**config.mk**
```make
export PLATFORM = sky130hd
export DESIGN_NAME = fetch_queue_unit_flat
export DESIGN_NICKNAME = d
export VERILOG_FILES = /design/src/rtl/fetch_queue_if.sv /design/src/rtl/fetch_queue_unit.sv /design/src/flat_wrapper.sv
export SDC_FILE = /design/constraint.sdc
export NUM_CORES = 1
export LEC_CHECK = 0
export BUFFER_PORTS_ARGS = -buffer_cell sky130_fd_sc_hd__buf_4
export CAP_MARGIN = 20
export CORE_AREA = 2 2 253 255
export CTS_CLUSTER_SIZE = 12
export DETAILED_ROUTE_END_ITERATION = 12
export DIE_AREA = 0 0 255 257
export PLACE_DENSITY = 0.46
export SYNTH_ARGS = -nofsm -noshare
export SYNTH_HDL_FRONTEND = slang
export SYNTH_SLANG_ARGS = --single-unit
```
**constraint.sdc**
```tcl
create_clock -name clk -period 4.4 [get_ports clk]
set_input_delay 0.22 -clock clk [delete_from_list [all_inputs] [get_ports clk]]
set_output_delay 0.22 -clock clk [all_outputs]
set_load 0.02 [all_outputs]
```
**src/rtl/fetch_queue_if.sv**
```systemverilog
// Fetch-stage bundle: redirect input, imem request/response, decode-side instruction stream.
// Every valid/ready pair transfers on a rising clk edge where both are high. A raised valid
// holds its payload unchanged until that edge. A response has valid only; the fetch stage
// always has room for it.
interface fetch_queue_if #(
  parameter int XLEN = 32
);
  logic            redir_valid;
  logic            redir_jalr;
  logic [XLEN-1:0] redir_base;
  logic [XLEN-1:0] redir_imm;
  logic            imem_req_valid;
  logic            imem_req_ready;
  logic [XLEN-1:0] imem_req_addr;
  logic            imem_rsp_valid;
  logic [31:0]     imem_rsp_data;
  logic            instr_valid;
  logic            instr_ready;
  logic [31:0]     instr_code;
  logic [XLEN-1:0] instr_pc;
  logic [XLEN-1:0] instr_pc4;
  logic            misalign_err;

  // Fetch-stage side
  modport master (
    input  redir_valid, redir_jalr, redir_base, redir_imm,
    output imem_req_valid, imem_req_addr,
    input  imem_req_ready, imem_rsp_valid, imem_rsp_data,
    output instr_valid, instr_code, instr_pc, instr_pc4,
    input  instr_ready,
    output misalign_err
  );

  // Environment side (execute, imem, decode)
  modport slave (
    output redir_valid, redir_jalr, redir_base, redir_imm,
    input  imem_req_valid, imem_req_addr,
    output imem_req_ready, imem_rsp_valid, imem_rsp_data,
    input  instr_valid, instr_code, instr_pc, instr_pc4,
    output instr_ready,
    input  misalign_err
  );
endinterface

```
**src/rtl/fetch_queue_unit.sv**
```systemverilog
// Instruction fetch stage: issues word fetches to imem, queues in-order responses as
// {instr, pc, pc+4} entries, and handles redirects by flushing the queue and dropping
// responses that belong to the old stream (counted in stale_q).
// state_o exposes the FSM state: 0=BOOT, 1=RUN, 2=FLUSH.
module fetch_queue_unit #(
  parameter int              XLEN     = 32,
  parameter int              DEPTH    = 4,
  parameter int              MAX_OUT  = 2,
  parameter logic [XLEN-1:0] RESET_PC = '0
) (
  input  logic               clk,
  input  logic               rst,
  fetch_queue_if.master      fq,
  output logic [1:0]         state_o
);
  localparam int PW = $clog2(DEPTH);
  localparam int CW = $clog2(MAX_OUT + 1);

  typedef enum logic [1:0] {S_BOOT = 2'd0, S_RUN = 2'd1, S_FLUSH = 2'd2} state_t;

  state_t          state_q, state_d;
  logic [XLEN-1:0] fetch_pc_q, fetch_pc_d;
  logic [XLEN-1:0] rsp_pc_q, rsp_pc_d;
  logic [XLEN-1:0] hold_addr_q, hold_addr_d;
  logic            hold_q, hold_d;
  logic            hold_stale_q, hold_stale_d;
  logic            misalign_q, misalign_d;
  logic [CW-1:0]   in_flight_q, in_flight_d;
  logic [CW-1:0]   stale_q, stale_d;
  logic [PW:0]     wr_ptr_q, wr_ptr_d;
  logic [PW:0]     rd_ptr_q, rd_ptr_d;
  logic [31:0]     code_mem [DEPTH];
  logic [XLEN-1:0] pc_mem   [DEPTH];

  logic [PW:0]     count;
  logic [XLEN-1:0] target_raw, target;
  logic            issue_ok, req_valid, acc, push, pop;

  assign count      = wr_ptr_q - rd_ptr_q;
  assign target_raw = fq.redir_jalr ? (fq.redir_base & ~XLEN'(1))
                                    : fq.redir_base + (fq.redir_imm << 1);
  assign target     = target_raw & ~XLEN'(3);
  assign acc        = req_valid & fq.imem_req_ready;
  assign push       = fq.imem_rsp_valid & (stale_q == '0) & ~fq.redir_valid;
  assign pop        = fq.instr_valid & fq.instr_ready & ~fq.redir_valid;

  // FSM state register
  always_ff @(posedge clk or negedge rst) begin
    if (!rst) state_q <= S_BOOT;
    else      state_q <= state_d;
  end

  // FSM next state: a redirect with old-stream requests outstanding enters FLUSH
  always_comb begin
    state_d = state_q;
    case (state_q)
      S_BOOT:  state_d = S_RUN;
      S_RUN:   if (fq.redir_valid && stale_d != '0) state_d = S_FLUSH;
      S_FLUSH: if (!fq.redir_valid && stale_d == '0) state_d = S_RUN;
      default: state_d = S_BOOT;
    endcase
  end

  // FSM outputs: request issue and the combinational queue head
  always_comb begin
    issue_ok          = (state_q == S_RUN) && (int'(count) + int'(in_flight_q) < DEPTH)
                        && (int'(in_flight_q) < MAX_OUT);
    req_valid         = hold_q | issue_ok;
    fq.imem_req_valid = req_valid;
    fq.imem_req_addr  = '0;
    if (req_valid) fq.imem_req_addr = hold_q ? hold_addr_q : fetch_pc_q;
    fq.instr_valid    = (count != '0);
    fq.instr_code     = '0;
    fq.instr_pc       = '0;
    fq.instr_pc4      = '0;
    if (count != '0) begin
      fq.instr_code = code_mem[rd_ptr_q[PW-1:0]];
      fq.instr_pc   = pc_mem[rd_ptr_q[PW-1:0]];
      fq.instr_pc4  = pc_mem[rd_ptr_q[PW-1:0]] + XLEN'(4);
    end
    fq.misalign_err   = misalign_q;
    state_o           = state_q;
  end

  // Datapath next state: redirect overrides issue, response and pop bookkeeping
  always_comb begin
    fetch_pc_d   = fetch_pc_q;
    rsp_pc_d     = rsp_pc_q;
    in_flight_d  = in_flight_q;
    stale_d      = stale_q;
    wr_ptr_d     = wr_ptr_q;
    rd_ptr_d     = rd_ptr_q;
    misalign_d   = 1'b0;
    // A raised but unaccepted request is held with its address until accepted
    hold_d       = req_valid & ~fq.imem_req_ready;
    hold_addr_d  = fq.imem_req_addr;
    hold_stale_d = hold_stale_q & hold_d;
    if (fq.redir_valid) begin
      fetch_pc_d   = target;
      rsp_pc_d     = target;
      wr_ptr_d     = '0;
      rd_ptr_d     = '0;
      in_flight_d  = '0;
      misalign_d   = target_raw[1];
      // Everything old is stale, including a request raised now (accepted or held);
      // a response arriving now is dropped and so is not counted.
      stale_d      = stale_q + in_flight_q + CW'(req_valid & ~hold_stale_q)
                     - CW'(fq.imem_rsp_valid);
      hold_stale_d = hold_d;
    end else begin
      if (acc && !hold_stale_q) fetch_pc_d = fetch_pc_q + XLEN'(4);
      in_flight_d = in_flight_q + CW'(acc & ~hold_stale_q) - CW'(push);
      if (fq.imem_rsp_valid && stale_q != '0) stale_d = stale_q - CW'(1);
      if (push) begin
        wr_ptr_d = wr_ptr_q + 1'b1;
        rsp_pc_d = rsp_pc_q + XLEN'(4);
      end
      if (pop) rd_ptr_d = rd_ptr_q + 1'b1;
    end
  end

  // Datapath registers
  always_ff @(posedge clk or negedge rst) begin
    if (!rst) begin
      fetch_pc_q   <= RESET_PC;
      rsp_pc_q     <= RESET_PC;
      hold_addr_q  <= '0;
      hold_q       <= 1'b0;
      hold_stale_q <= 1'b0;
      misalign_q   <= 1'b0;
      in_flight_q  <= '0;
      stale_q      <= '0;
      wr_ptr_q     <= '0;
      rd_ptr_q     <= '0;
    end else begin
      fetch_pc_q   <= fetch_pc_d;
      rsp_pc_q     <= rsp_pc_d;
      hold_addr_q  <= hold_addr_d;
      hold_q       <= hold_d;
      hold_stale_q <= hold_stale_d;
      misalign_q   <= misalign_d;
      in_flight_q  <= in_flight_d;
      stale_q      <= stale_d;
      wr_ptr_q     <= wr_ptr_d;
      rd_ptr_q     <= rd_ptr_d;
    end
  end

  // Queue storage; entries are only visible while counted, so no reset is needed
  always_ff @(posedge clk) begin
    if (push) begin
      code_mem[wr_ptr_q[PW-1:0]] <= fq.imem_rsp_data;
      pc_mem[wr_ptr_q[PW-1:0]]   <= rsp_pc_q;
    end
  end
endmodule

```
**src/flat_wrapper.sv**
```systemverilog
// flat-port wrapper written by rule: the top's interface ports become plain ports
module fetch_queue_unit_flat 
#(
  parameter int              XLEN     = 32,
  parameter int              DEPTH    = 4,
  parameter int              MAX_OUT  = 2,
  parameter logic [XLEN-1:0] RESET_PC = '0
)
  (clk, rst, state_o, fq_redir_valid, fq_redir_jalr, fq_redir_base, fq_redir_imm, fq_imem_req_valid, fq_imem_req_addr, fq_imem_req_ready, fq_imem_rsp_valid, fq_imem_rsp_data, fq_instr_valid, fq_instr_code, fq_instr_pc, fq_instr_pc4, fq_instr_ready, fq_misalign_err);
  fetch_queue_if #(.XLEN(XLEN)) fq_i ();
  input  logic clk;
  input  logic rst;
  output logic [1:0] state_o;
  input wire logic [$bits(fq_i.redir_valid)-1:0] fq_redir_valid;
  input wire logic [$bits(fq_i.redir_jalr)-1:0] fq_redir_jalr;
  input wire logic [$bits(fq_i.redir_base)-1:0] fq_redir_base;
  input wire logic [$bits(fq_i.redir_imm)-1:0] fq_redir_imm;
  output wire logic [$bits(fq_i.imem_req_valid)-1:0] fq_imem_req_valid;
  output wire logic [$bits(fq_i.imem_req_addr)-1:0] fq_imem_req_addr;
  input wire logic [$bits(fq_i.imem_req_ready)-1:0] fq_imem_req_ready;
  input wire logic [$bits(fq_i.imem_rsp_valid)-1:0] fq_imem_rsp_valid;
  input wire logic [$bits(fq_i.imem_rsp_data)-1:0] fq_imem_rsp_data;
  output wire logic [$bits(fq_i.instr_valid)-1:0] fq_instr_valid;
  output wire logic [$bits(fq_i.instr_code)-1:0] fq_instr_code;
  output wire logic [$bits(fq_i.instr_pc)-1:0] fq_instr_pc;
  output wire logic [$bits(fq_i.instr_pc4)-1:0] fq_instr_pc4;
  input wire logic [$bits(fq_i.instr_ready)-1:0] fq_instr_ready;
  output wire logic [$bits(fq_i.misalign_err)-1:0] fq_misalign_err;
  assign fq_i.redir_valid = fq_redir_valid;
  assign fq_i.redir_jalr = fq_redir_jalr;
  assign fq_i.redir_base = fq_redir_base;
  assign fq_i.redir_imm = fq_redir_imm;
  assign fq_imem_req_valid = fq_i.imem_req_valid;
  assign fq_imem_req_addr = fq_i.imem_req_addr;
  assign fq_i.imem_req_ready = fq_imem_req_ready;
  assign fq_i.imem_rsp_valid = fq_imem_rsp_valid;
  assign fq_i.imem_rsp_data = fq_imem_rsp_data;
  assign fq_instr_valid = fq_i.instr_valid;
  assign fq_instr_code = fq_i.instr_code;
  assign fq_instr_pc = fq_i.instr_pc;
  assign fq_instr_pc4 = fq_i.instr_pc4;
  assign fq_i.instr_ready = fq_instr_ready;
  assign fq_misalign_err = fq_i.misalign_err;
  fetch_queue_unit #(.XLEN(XLEN), .DEPTH(DEPTH), .MAX_OUT(MAX_OUT), .RESET_PC(RESET_PC)) u_core (.clk(clk), .rst(rst), .fq(fq_i), .state_o(state_o));
endmodule
```
==> out/summary.txt <==
Status: finished, final reports clean
Area grow syn2layout: 25.6%
Library cells used by synthesis: 90
Gr ovfl total: 0
Detailed Route WL: 48.2 mm
DP HPWL: 33.5 mm
Commonest non-fill, non-tap cells in the layout: 248 x edfxtp_1, 244 x buf_4, 106 x nand2_1, 105 x dfrtp_1, 93 x nor2_1
Actual slew at the worst max-slew pin: 0.768 ns
Final Setup Violations: 0
Fmax: 0.251 GHz
Post-CTS setup buffers: 0
Top-level I/O count: 236
Top_reg_cell synth: edfxtp_1
I/O Buffers: 229
Die area: 0.0655 mm2
Post-synth EDFFs: 248
Layout cells sized above 1: 24.4%
CP endpoint: fq_instr_pc4[30]
Top cell type's share of synthesized area: 42.6%
Clk sink count: 355
Tot GR Track Use: 14.7%
Max cap viols: 0
DR iter-0 viols: 717
CTS H-tree depth: 2
Worst setup SP type: register
Worst Setup End Kind: output pin
Clock transition at path regs: 0.06 ns
Synthesized area: 0.0175 mm2
Switch Pwr: 5.57 mW
Max-slew headroom: 48.8%
Num rows: 92
Util after Layout: 35.0%
Sequential share of the synthesized area: 57.9%
Most common cell after layout, fill and taps aside: edfxtp_1
Maximum vdd drop: 0.348 mV
Worst Reg2Reg Path Length in Cells: 18
Die W: 255 um
Critical Path RT: 4.18 ns
Final Max Tran Viols: 0
Initial antenna violation count: 0
Clk buf depth: 3
Worst-path cell chain: buf_4 -> buf_6 -> mux4_2 -> nand4_2 -> nor2_1 -> and3_1 -> and3_2 -> nand3_1 -> xor2_1 -> nor2_1 -> buf_4
CTS tree: done
Antenna diodes: 0
Number of synthesized register bits: 355
Setup Skew: 0.0152 ns
Synth Instances: 1351
Sw frac: 38.8%
Clk_lat worst skew: 0.56 ns
Worst EP arrival: 3.77 ns
Final net count: 1776
Min-delay src: fq_redir_valid
Total Neg Setup Slack: 0 ns
Slowest stage cell, crit path: buf_4
Worst Setup SP: u_core.rd_ptr_q[1]
Tmin final: 3.99 ns
CTS Root Cell: clkbuf_16
Gate power share: 46.4%
First-pass GRT wire length: 74.2 mm
Effective utilization at floorplan: 27.9%
Pint: 8.78 mW
Vias per cell: 4.73
R2R setup slack: 0.55 ns
Average size of a mapped cell: 12.9 um2
P per Cell Area: 653 mW/mm2
Tcrit/Tclk final: 90.7%
Synth area leaders: edfxtp_1 43%, dfrtp_1 15%, mux4_2 8.0%
Die Y: 257 um
Dominant cell type by area after synthesis: edfxtp_1
RSZ-0062 raised after global routing: false
Largest net degree at the start of global routing: 65
Routed Antenna Nets: 0
TritonRoute pass-1 iters: 5
Yosys Warn Count: 0
Via count: 11851
Crit Path Category: register to output pin
LEAKAGE: 8.24 nW
CP peak stage delay: 0.49 ns
Asr flop ratio synth: 30.1%
Core footprint: 0.0627 mm2
Gpl congestion: 0.796
Clock power share: 23.7%
Routed WL per cell: 19.2 um
Crit Reg-Reg Endpoint: u_core.state_o[1]
Reg2reg start: u_core.wr_ptr_q[0]
Crit-path max FO: 37
Number of global-route vias before repair: 12302
DR DRC count: 0
Reg power frac: 29.8%
Worst Hold Class: input port to register
Final count of hold timing violations: 0
TritonCTS buffer count: 41
-- cell type report --
cell class | count | area (um2)
Clock inverter | 20 | 194
Tap cell | 846 | 1060
Multi-Input combinational cell | 912 | 6980
Timing Repair Buffer | 292 | 2360
Inverter | 24 | 90.1
Fill cell | 6217 | 40800
Clock buffer | 55 | 1150
Sequential cell | 355 | 10100
-- critical path: cells and delay by family, from the launching register on --
kind | cells | cell delay [ns]
and+or+nand+nor | 6 | 1.27
xor gates and xnor gates | 1 | 0.17
DFF | 1 | 0.35
buffers and inverters | 3 | 1.04
muxes | 1 | 0.36
-- per-layer routing --
layer	share of wire (%)	up-vias	GRT usage [%]
met5	0	-	0
met4	1.7	0	3.88
met3	5.5	50	2.70
met2	47	326	24.1
met1	46	5826	20.0
li1	-	5649	-
-- worst min-delay path by stage --
stage / to / cells after the start / slack (ns)
finish: u_core.rsp_pc_q[26] / 2 / 0.04
global route: u_core.rsp_pc_q[26] / 2 / 0.03
CTS: u_core.rsp_pc_q[26] / 2 / 0.02
detailed placement: u_core.hold_addr_q[5] / 1 / 0.14
global placement: u_core.hold_addr_q[5] / 1 / 0.13
floorplan: u_core.fetch_pc_q[10] / 0 / -0.08
-- through the flow --
step / std cells / cell area (um2) / hold WS (ns) / power, mW / worst slack (ns)
global route: 2504 / 22000 / 0.0321 / 15.2 / 0.112
global placement: 2387 / 20200 / 0.131 / 11.1 / 0.605
floorplan: 1354 / 17500 / -0.0756 / 8.27 / 0.0208
finish: 2504 / 22000 / 0.0361 / 14.4 / 0.409
CTS: 2504 / 22000 / 0.0201 / 14.6 / 0.0795
detailed placement: 2387 / 20200 / 0.137 / 11.1 / 0.543
-- cells in the mapped netlist, drive strengths merged, types with 3 or more instances --
cell type and instances:
a21boi 9, nand2 106, o221ai 5, inv 23, mux4 62, fa 3, o21ai 50, a21o 14
o211ai 5, nor3 19, o21a 24, nand2b 9, a31oi 7, mux2i 7, nand3 44, a32oi 3
o31ai 9, a21oi 68, a22o 32, o22ai 8, ha 44, or3 7, buf 20, dfrtp 107
xor2 56, a211oi 6, nor2b 8, xnor2 34, nand4 25, nor2 95, and3 24, and4 4
a211o 4, clkbuf 43, or2 3, edfxtp 248, and2 73, o21bai 5
-- power groups by stage --
stage	Combinational [mW]	Sequential, mW	Clock (mW)
after global routing	7.21	4.34	3.66
after global placement	6.75	4.33	0
after CTS	6.79	4.29	3.52
after detailed placement	6.73	4.35	0
after floorplan	4.02	4.25	0
final	6.66	4.28	3.41
-- cell families after synthesis --
logic type,Yosys count,synth area share [%]
other,1,0.0214
muxes,70,8.45
xor gates and xnor gates,91,4.64
and+or+nand+nor,426,12.3
DFF,355,57.9
AOI/OAI and AO/OA,274,10.9
adders and majority gates,47,3.49
buffers and inverters,87,2.28
-- timing repair --
item	CTS	global route
hold endpoints to repair	162	0
setup endpoints to repair	0	7
gates resized for setup	0	1
hold buffers	42	0
-- sequential cells by signal, summed over array words and instances (netlist names) --
| signal | count |
|---|---|
| u_core.fq.misalign_err | 1 |
| u_core.hold_stale_q | 1 |
| u_core.in_flight_q | 2 |
| u_core.hold_addr_q | 32 |
| u_core.state_o | 2 |
| u_core.stale_q | 2 |
| u_core.rd_ptr_q | 3 |
| u_core.hold_q | 1 |
| u_core.code_mem | 128 |
| u_core.pc_mem | 120 |
| u_core.rsp_pc_q | 30 |
| u_core.fetch_pc_q | 30 |
| u_core.wr_ptr_q | 3 |
Power figures use the tool's default switching activity.
